[src/rtl/ppu_update_if.sv]
// Write/commit handshake between the game FSM (master) and the PPU update controller (slave).
interface ppu_update_if;
    logic        wr_req;
    logic [1:0]  wr_kind;
    logic [2:0]  wr_index;
    logic [29:0] wr_data;
    logic        wr_ack;
    logic        wr_err;
    logic        commit_req;

    modport master (
        output wr_req, wr_kind, wr_index, wr_data, commit_req,
        input  wr_ack, wr_err
    );

    modport slave (
        input  wr_req, wr_kind, wr_index, wr_data, commit_req,
        output wr_ack, wr_err
    );
endinterface

[src/rtl/ppu_update_ctrl.sv]
// Double-buffered PPU table controller: shadow writes in IDLE, publish on the next vblank
// rising edge, then hold update high for UPD_CYCLES cycles.
module ppu_update_ctrl #(
    parameter int unsigned UPD_CYCLES = 2
) (
    input  logic          clock,
    input  logic          reset,
    ppu_update_if.slave   wr_bus,
    input  logic          vblank,
    output logic          update,
    output logic [179:0]  sprites,
    output logic [131:0]  statics,
    output logic [11:0]   offset_x,
    output logic [11:0]   offset_y,
    output logic          busy,
    output logic          overrun,
    output logic [7:0]    frame_cnt
);

    typedef enum logic [1:0] {StIdle, StWaitVb, StCommit, StHold} state_e;

    state_e      state_q, state_d;
    logic [3:0]  hold_cnt_q, hold_cnt_d;
    logic        ack_q, ack_d;
    logic        err_q, err_d;
    logic        vblank_q;
    logic        overrun_q, overrun_d;
    logic [7:0]  frame_q, frame_d;

    logic [29:0] sh_spr_q [6];
    logic [29:0] sh_spr_d [6];
    logic [21:0] sh_sta_q [6];
    logic [21:0] sh_sta_d [6];
    logic [11:0] sh_ox_q, sh_ox_d, sh_oy_q, sh_oy_d;

    logic [29:0] pub_spr_q [6];
    logic [29:0] pub_spr_d [6];
    logic [21:0] pub_sta_q [6];
    logic [21:0] pub_sta_d [6];
    logic [11:0] pub_ox_q, pub_ox_d, pub_oy_q, pub_oy_d;

    logic wr_take;
    logic idx_ok;
    logic vb_rise;

    assign wr_take = (state_q == StIdle) && wr_bus.wr_req && !ack_q;
    assign idx_ok  = wr_bus.wr_index < 3'd6;
    assign vb_rise = !vblank_q && vblank;

    always_comb begin
        state_d    = state_q;
        hold_cnt_d = hold_cnt_q;
        ack_d      = 1'b0;
        err_d      = 1'b0;
        overrun_d  = overrun_q;
        frame_d    = frame_q;
        sh_spr_d   = sh_spr_q;
        sh_sta_d   = sh_sta_q;
        sh_ox_d    = sh_ox_q;
        sh_oy_d    = sh_oy_q;
        pub_spr_d  = pub_spr_q;
        pub_sta_d  = pub_sta_q;
        pub_ox_d   = pub_ox_q;
        pub_oy_d   = pub_oy_q;

        if (wr_take) begin
            ack_d = 1'b1;
            unique case (wr_bus.wr_kind)
                2'd0: begin
                    err_d = !idx_ok;
                    for (int i = 0; i < 6; i++) begin
                        if (wr_bus.wr_index == 3'(i)) sh_spr_d[i] = wr_bus.wr_data;
                    end
                end
                2'd1: begin
                    err_d = !idx_ok;
                    for (int i = 0; i < 6; i++) begin
                        if (wr_bus.wr_index == 3'(i)) sh_sta_d[i] = wr_bus.wr_data[21:0];
                    end
                end
                2'd2: begin
                    sh_ox_d = wr_bus.wr_data[11:0];
                    sh_oy_d = wr_bus.wr_data[23:12];
                end
                default: err_d = 1'b1;
            endcase
        end

        if (wr_bus.commit_req && (state_q != StIdle)) overrun_d = 1'b1;

        case (state_q)
            StIdle: begin
                if (wr_bus.commit_req) state_d = StWaitVb;
            end
            StWaitVb: begin
                if (vb_rise) state_d = StCommit;
            end
            StCommit: begin
                pub_spr_d  = sh_spr_q;
                pub_sta_d  = sh_sta_q;
                pub_ox_d   = sh_ox_q;
                pub_oy_d   = sh_oy_q;
                hold_cnt_d = 4'd0;
                state_d    = StHold;
            end
            StHold: begin
                if (hold_cnt_q == 4'(UPD_CYCLES - 1)) begin
                    frame_d = frame_q + 8'd1;
                    state_d = StIdle;
                end else begin
                    hold_cnt_d = hold_cnt_q + 4'd1;
                end
            end
            default: state_d = StIdle;
        endcase
    end

    always_ff @(posedge clock) begin
        if (!reset) begin
            state_q    <= StIdle;
            hold_cnt_q <= 4'd0;
            ack_q      <= 1'b0;
            err_q      <= 1'b0;
            vblank_q   <= 1'b0;
            overrun_q  <= 1'b0;
            frame_q    <= 8'd0;
            sh_ox_q    <= 12'd0;
            sh_oy_q    <= 12'd0;
            pub_ox_q   <= 12'd0;
            pub_oy_q   <= 12'd0;
            for (int i = 0; i < 6; i++) begin
                sh_spr_q[i]  <= 30'd0;
                sh_sta_q[i]  <= 22'd0;
                pub_spr_q[i] <= 30'd0;
                pub_sta_q[i] <= 22'd0;
            end
        end else begin
            state_q    <= state_d;
            hold_cnt_q <= hold_cnt_d;
            ack_q      <= ack_d;
            err_q      <= err_d;
            vblank_q   <= vblank;
            overrun_q  <= overrun_d;
            frame_q    <= frame_d;
            sh_ox_q    <= sh_ox_d;
            sh_oy_q    <= sh_oy_d;
            pub_ox_q   <= pub_ox_d;
            pub_oy_q   <= pub_oy_d;
            sh_spr_q   <= sh_spr_d;
            sh_sta_q   <= sh_sta_d;
            pub_spr_q  <= pub_spr_d;
            pub_sta_q  <= pub_sta_d;
        end
    end

    always_comb begin
        sprites = '0;
        statics = '0;
        for (int i = 0; i < 6; i++) begin
            sprites[30*i +: 30] = pub_spr_q[i];
            statics[22*i +: 22] = pub_sta_q[i];
        end
    end

    assign offset_x      = pub_ox_q;
    assign offset_y      = pub_oy_q;
    assign update        = (state_q == StHold);
    assign busy          = (state_q != StIdle);
    assign overrun       = overrun_q;
    assign frame_cnt     = frame_q;
    assign wr_bus.wr_ack = ack_q;
    assign wr_bus.wr_err = err_q;

endmodule

[src/flat_wrapper.sv]
// flat-port wrapper written by rule: the top's interface ports become plain ports
module ppu_update_ctrl_flat 
#(
    parameter int unsigned UPD_CYCLES = 2
)
  (clock, reset, vblank, update, sprites, statics, offset_x, offset_y, busy, overrun, frame_cnt, wr_bus_wr_req, wr_bus_wr_kind, wr_bus_wr_index, wr_bus_wr_data, wr_bus_commit_req, wr_bus_wr_ack, wr_bus_wr_err);
  ppu_update_if wr_bus_i ();
  input  logic clock;
  input  logic reset;
  input  logic vblank;
  output logic update;
  output logic [179:0] sprites;
  output logic [131:0] statics;
  output logic [11:0] offset_x;
  output logic [11:0] offset_y;
  output logic busy;
  output logic overrun;
  output logic [7:0] frame_cnt;
  input wire logic [$bits(wr_bus_i.wr_req)-1:0] wr_bus_wr_req;
  input wire logic [$bits(wr_bus_i.wr_kind)-1:0] wr_bus_wr_kind;
  input wire logic [$bits(wr_bus_i.wr_index)-1:0] wr_bus_wr_index;
  input wire logic [$bits(wr_bus_i.wr_data)-1:0] wr_bus_wr_data;
  input wire logic [$bits(wr_bus_i.commit_req)-1:0] wr_bus_commit_req;
  output wire logic [$bits(wr_bus_i.wr_ack)-1:0] wr_bus_wr_ack;
  output wire logic [$bits(wr_bus_i.wr_err)-1:0] wr_bus_wr_err;
  assign wr_bus_i.wr_req = wr_bus_wr_req;
  assign wr_bus_i.wr_kind = wr_bus_wr_kind;
  assign wr_bus_i.wr_index = wr_bus_wr_index;
  assign wr_bus_i.wr_data = wr_bus_wr_data;
  assign wr_bus_i.commit_req = wr_bus_commit_req;
  assign wr_bus_wr_ack = wr_bus_i.wr_ack;
  assign wr_bus_wr_err = wr_bus_i.wr_err;
  ppu_update_ctrl #(.UPD_CYCLES(UPD_CYCLES)) u_core (.clock(clock), .reset(reset), .wr_bus(wr_bus_i), .vblank(vblank), .update(update), .sprites(sprites), .statics(statics), .offset_x(offset_x), .offset_y(offset_y), .busy(busy), .overrun(overrun), .frame_cnt(frame_cnt));
endmodule
[config.mk]
export PLATFORM = sky130hd
export DESIGN_NAME = ppu_update_ctrl_flat
export DESIGN_NICKNAME = d
export VERILOG_FILES = /design/src/rtl/ppu_update_if.sv /design/src/rtl/ppu_update_ctrl.sv /design/src/flat_wrapper.sv
export SDC_FILE = /design/constraint.sdc
export NUM_CORES = 1
export LEC_CHECK = 0
export BUFFER_PORTS_ARGS = -buffer_cell sky130_fd_sc_hd__clkbuf_2
export CAP_MARGIN = 20
export CORE_ASPECT_RATIO = 1.2
export CORE_MARGIN = 2
export CORE_UTILIZATION = 28
export DETAILED_ROUTE_END_ITERATION = 12
export MAX_ROUTING_LAYER = met4
export PLACE_DENSITY_LB_ADDON = 0.05
export RECOVER_POWER = 50
export SLEW_MARGIN = 20
export SYNTH_ARGS = -nofsm -noshare
export SYNTH_HDL_FRONTEND = slang
export SYNTH_SLANG_ARGS = --single-unit
[constraint.sdc]
create_clock -name clock -period 5.4 [get_ports clock]
set_input_delay 0.27 -clock clock [delete_from_list [all_inputs] [get_ports clock]]
set_output_delay 0.27 -clock clock [all_outputs]
set_load 0.1 [all_outputs]
After elaboration in Yosys (flattened, before gate mapping)
Index checks and enable logic that the tools add are counted.
Storage, ports and cells
  logic and storage cells: 91
  register bits: 690
Cells by class
  mux-type cells: 8
  add/sub/neg operators: 2
  order comparisons: 1
  equal/unequal tests: 15
  reductions and logical operators: 30
Operators with widths (number)
  $reduce_and A3 Y1: 13
  $add A8 B1 Y8 const B: 1
  $pmux W2 S4: 1
  $pmux W4 S2: 1
  $reduce_and A2 Y1: 4
  $eq A2 B2 Y1 const B: 3
  $eq A3 B2 Y1 const B: 2
  $eq A3 B3 Y1 const B: 2
  $mux W2: 3
  $add A4 B1 Y4 const B: 1
  $eq A2 B1 Y1 const B: 2
  $eq A4 B1 Y1 const B: 1
  $logic_and A1 B1 Y1: 4
  $logic_not A2 Y1: 2
  $mux W4: 1
  $ne A2 B1 Y1 const B: 2
  $ne A2 B2 Y1 const B: 2
  $reduce_bool A2 Y1: 2
  $eq A3 B1 Y1 const B: 1
  $logic_not A1 Y1: 3
  $logic_not A3 Y1: 1
  $lt A3 B3 Y1 const B: 1
  $pmux W1 S2: 1
  $reduce_or A2 Y1: 1
  $mux W1: 1

Longest topological paths before layout
  depth after elaboration: 4
  mapped depth: 8
  gate-level depth less buffers: 5

Worst setup path before layout
No wires, ideal clock.
  path kind: flip-flop to flip-flop
  from: register u_core.state_q[0]
  to: register u_core.frame_q[5] (netlist: u_core.frame_cnt[5])
  path buffers: 2
  arrival time: 2.399 ns
  path slack: 2.931 ns
  stages on the path, launching flop included: 7
  library setup time: 0.071 ns
  cell sequence: dfxtp_1 ha_1 clkbuf_1 nand4bb_1 clkbuf_1 or4_1 a21oi_1
On the way
  longest elaborated chain between the ends: 2
RTL lines
  start: declaration: line ppu_update_ctrl.sv:22  | state_e state_q, state_d;
  start signal: assignment: line ppu_update_ctrl.sv:120  | state_q <= StIdle;
  start signal: assignment: line ppu_update_ctrl.sv:138  | state_q <= state_d;
  $eq A2 B2 Y1
  net update: line flat_wrapper.sv:11  | output logic update;
  $reduce_and A2 Y1 (no source line)
  end signal: assignment: line ppu_update_ctrl.sv:144  | frame_q <= frame_d;
  end: declaration: line ppu_update_ctrl.sv:28  | logic [7:0] frame_q, frame_d;
The timed path passes the listed nets, and every way through them passes these cells.
A chain may end at the register's enable or synchronous reset.

==> flow_summary.yaml <==
power:
  vdd_ir_drop_max_uv: 288
  p_per_area_mw_per_mm2: 404
  p_total_mw: 12.1
  p_leak_nw: 11.8
grt:
  antenna_found_initial: 9
  use_met3: 0.0441
  grt_usage: 0.185
  grt_use_met2: 0.297
  grt_overflow: 0
  grt_pass1_vias: 17390
  grt_use_met1: 0.231
  grt_pass1_wl_um: 119000
  gr-max-usage-layer: "met2"
  grt_max_degree: 157
floorplan:
  core_mm2: 0.0874
  rows: 119
  start_util: 0.282
  die_x_um: 275
  dieArea_mm2: 0.0903
  io_pins: 389
  die_y_um: 329
detailed_routing:
  via_count: 17695
  routed_wl_um: 83000
  ant_nets: 0
  avgViaCountPerCell: 4.51
  drc: 0
  dr.pass1.iters: 5
  wl_per_cell_um: 21.1
  drt_iter0_drc: 806
synth:
  syn-num-nets: 2424
  ys_async_sr_fraction: 0
  yosys.area_share.xor_xnor: 0.000356
  yosysWarnings: 0
  synth_seq_cells: 690
  seq_area_frac_synth: 0.561
  synthAdderAreaFrac: 0.00356
  synth-compound-area-share: 0.0152
  synth_ff_type: "dfxtp_1"
  synth-simple-area-share: 0.123
  synth_cells: 2377
  synth_top_family_by_area: "multiplexers"
  syn_avg_cell_area_um2: 10.4
  synth_area_mm2: 0.0246
  synth_area_leaders: "dfxtp_1, mux2i_1, nand2_1, nor2_1, clkbuf_1"
  synth_edf_count: 0
  synth_area_leader_cell: "dfxtp_1"
  synth_cell_types: 34
  muxShareOfSynthArea: 0.265
  synth_top_cell_area_share: 0.561
clock_network:
  holdBufCountCts: 27
  cts-resized-gates: 0
  clk_pin_slew_ns: 0.06
  clockBufferDepth: 3
  insertion_delay_ns: 0.62
  clock_sinks: 690
  post_cts_buffers: 0
  cts_inserted_buffers: 77
  root_buffer: "clkbuf_16"
  cts_tree: "done"
  cts-htree-levels: 3
setup_path:
  worstSetupStartpointType: "input pin"
  regToRegSetupSlack_ns: 2.03
  critPathSlowestCell: "clkbuf_1"
  worst_path_largest_cell_delay_ns: 1.72
  path_cells: "buf_8, clkbuf_1, nand2_1, mux2i_1"
  crit_type: "input pin to register"
  crit_fanout: 72
  crit_arrival_ns: 4.34
  required_ns: 5.91
  endpoint_kind: "register"
timing:
  skew_ns: 0.0144
  timing.final.crit_period_ns: 3.83
  slew_viol_final: 222
  worstMarginPinSlew_ns: 2.34
  clock.fmax_mhz: 261
  finalHoldViolations: 0
  setup_violations: 0
  rsz0062_at_grt: "false"
  tns_ns: 0
  period_share: 0.709
  maxSlewHeadroom: -0.561
  hold_ws_ns: 0.0666
final_layout:
  drive_gt1_frac: 0.0675
  fin_nets: 2761
  final_area_mm2: 0.0300
  syn2layout_area_growth_pct: 21.7
placement:
  io_buffers: 388
  globalplace.congestion: 0.742
  dp_hpwl_um: 51400
  placed_cell_area_mm2: 0.0276
outcome:
  outcome: "finished with violations"
  violations: "max-capacitance violations, max-slew violations"
min_path:
  min_path_type: "input pin to register"
job:
  cap_viol_max_count: 12
worst max-delay path: cells and delay by family:
kind / cells / cell delay (ns)
buf+inv: 2 / 2.07
mux: 1 / 0.46
simple gates: 1 / 1.42
power breakdown:
group          internal, mW  switching [mW]  total, mW
clock network          3.17            2.14       5.31
logic                 0.570            1.04       1.61
registers              5.15          0.0383       5.19
total                  8.89            3.22       12.1
layout by cell type, fill, tap and decap left out, types with 9 or more instances in the layout:
master	netlist	routed
nand2_1	357	353
clkinv_2	0	11
clkbuf_1	147	380
buf_4	2	9
clkbuf_2	0	39
a21oi_1	34	34
dlygate4sd3_1	0	27
dfxtp_1	690	690
o21ai_0	28	28
clkbuf_8	0	26
clkbuf_16	0	79
nand3_1	28	28
nor2_1	343	341
mux2i_1	652	652
worst paths after layout:
path                       start              endpoint  depth (start not counted)
max                        reset   u_core.sh_sta_q[67]                          4
min           wr_bus_wr_index[1]  u_core.wr_bus.wr_err                          3
max reg2reg    u_core.state_q[0]    u_core.statics[44]                          5
min reg2reg  u_core.sh_sta_q[41]   u_core.sh_sta_q[41]                          2
cell families after synthesis:
logic type      Yosys count
simple gates            762
flops                   690
mux                     652
buf+inv                 195
compound gates           70
fa+ha+maj                 7
xor+xnor                  1
final cells by class:
class	instances	area [um^2]
clock inverter	16	161
timing repair buffer	445	2000
sequential	690	13800
inverter	8	37.5
multi-input combinational	1492	10100
fill	9012	57500
antenna	6	15.0
clock buffer	120	2390
tap	1149	1440
metal layers:
layer,vias up,share of wire,routed length [um]
li1,8636,-,-
met3,102,0.066,5500
met5,-,0,0
met1,8515,0.44,36300
met2,442,0.48,39400
met4,0,0.021,1780
synth_stat cells, drive strengths merged, types with 2 or more instances:
cell type	number
a21oi	34
buf	40
clkbuf	147
dfxtp	690
ha	7
inv	8
mux2i	652
nand2	357
nand2b	4
nand3	28
nand4	4
nand4b	2
nand4bb	3
nor2	343
nor3	4
nor4b	3
nor4bb	4
o21ai	28
o31ai	3
or4	5
flip-flops by register name (all words and copies together), names as in the netlist:
| signal | cells |
|---|---|
| u_core.hold_cnt_q | 4 |
| u_core.offset_x | 12 |
| u_core.sprites | 180 |
| u_core.sh_oy_q | 12 |
| u_core.sh_ox_q | 12 |
| u_core.state_q | 2 |
| u_core.statics | 132 |
| u_core.sh_spr_q | 180 |
| u_core.overrun | 1 |
| u_core.sh_sta_q | 132 |
| u_core.offset_y | 12 |
| u_core.vblank_q | 1 |
| u_core.wr_bus.wr_ack | 1 |
| u_core.wr_bus.wr_err | 1 |
| u_core.frame_cnt | 8 |
stage by stage:
step | setup WS, ns | cells | util
2_1_floorplan | 2.93 | 2377 | -
3_3_place_gp | 2.30 | 3756 | 0.316
3_5_place_dp | 2.28 | 3757 | 0.316
4_1_cts | 2.54 | 3920 | 0.349
5_1_grt | 1.18 | 3922 | 0.343
6_report | 1.57 | 3926 | 0.343
Note: power is estimated with default switching activity, not from simulation.
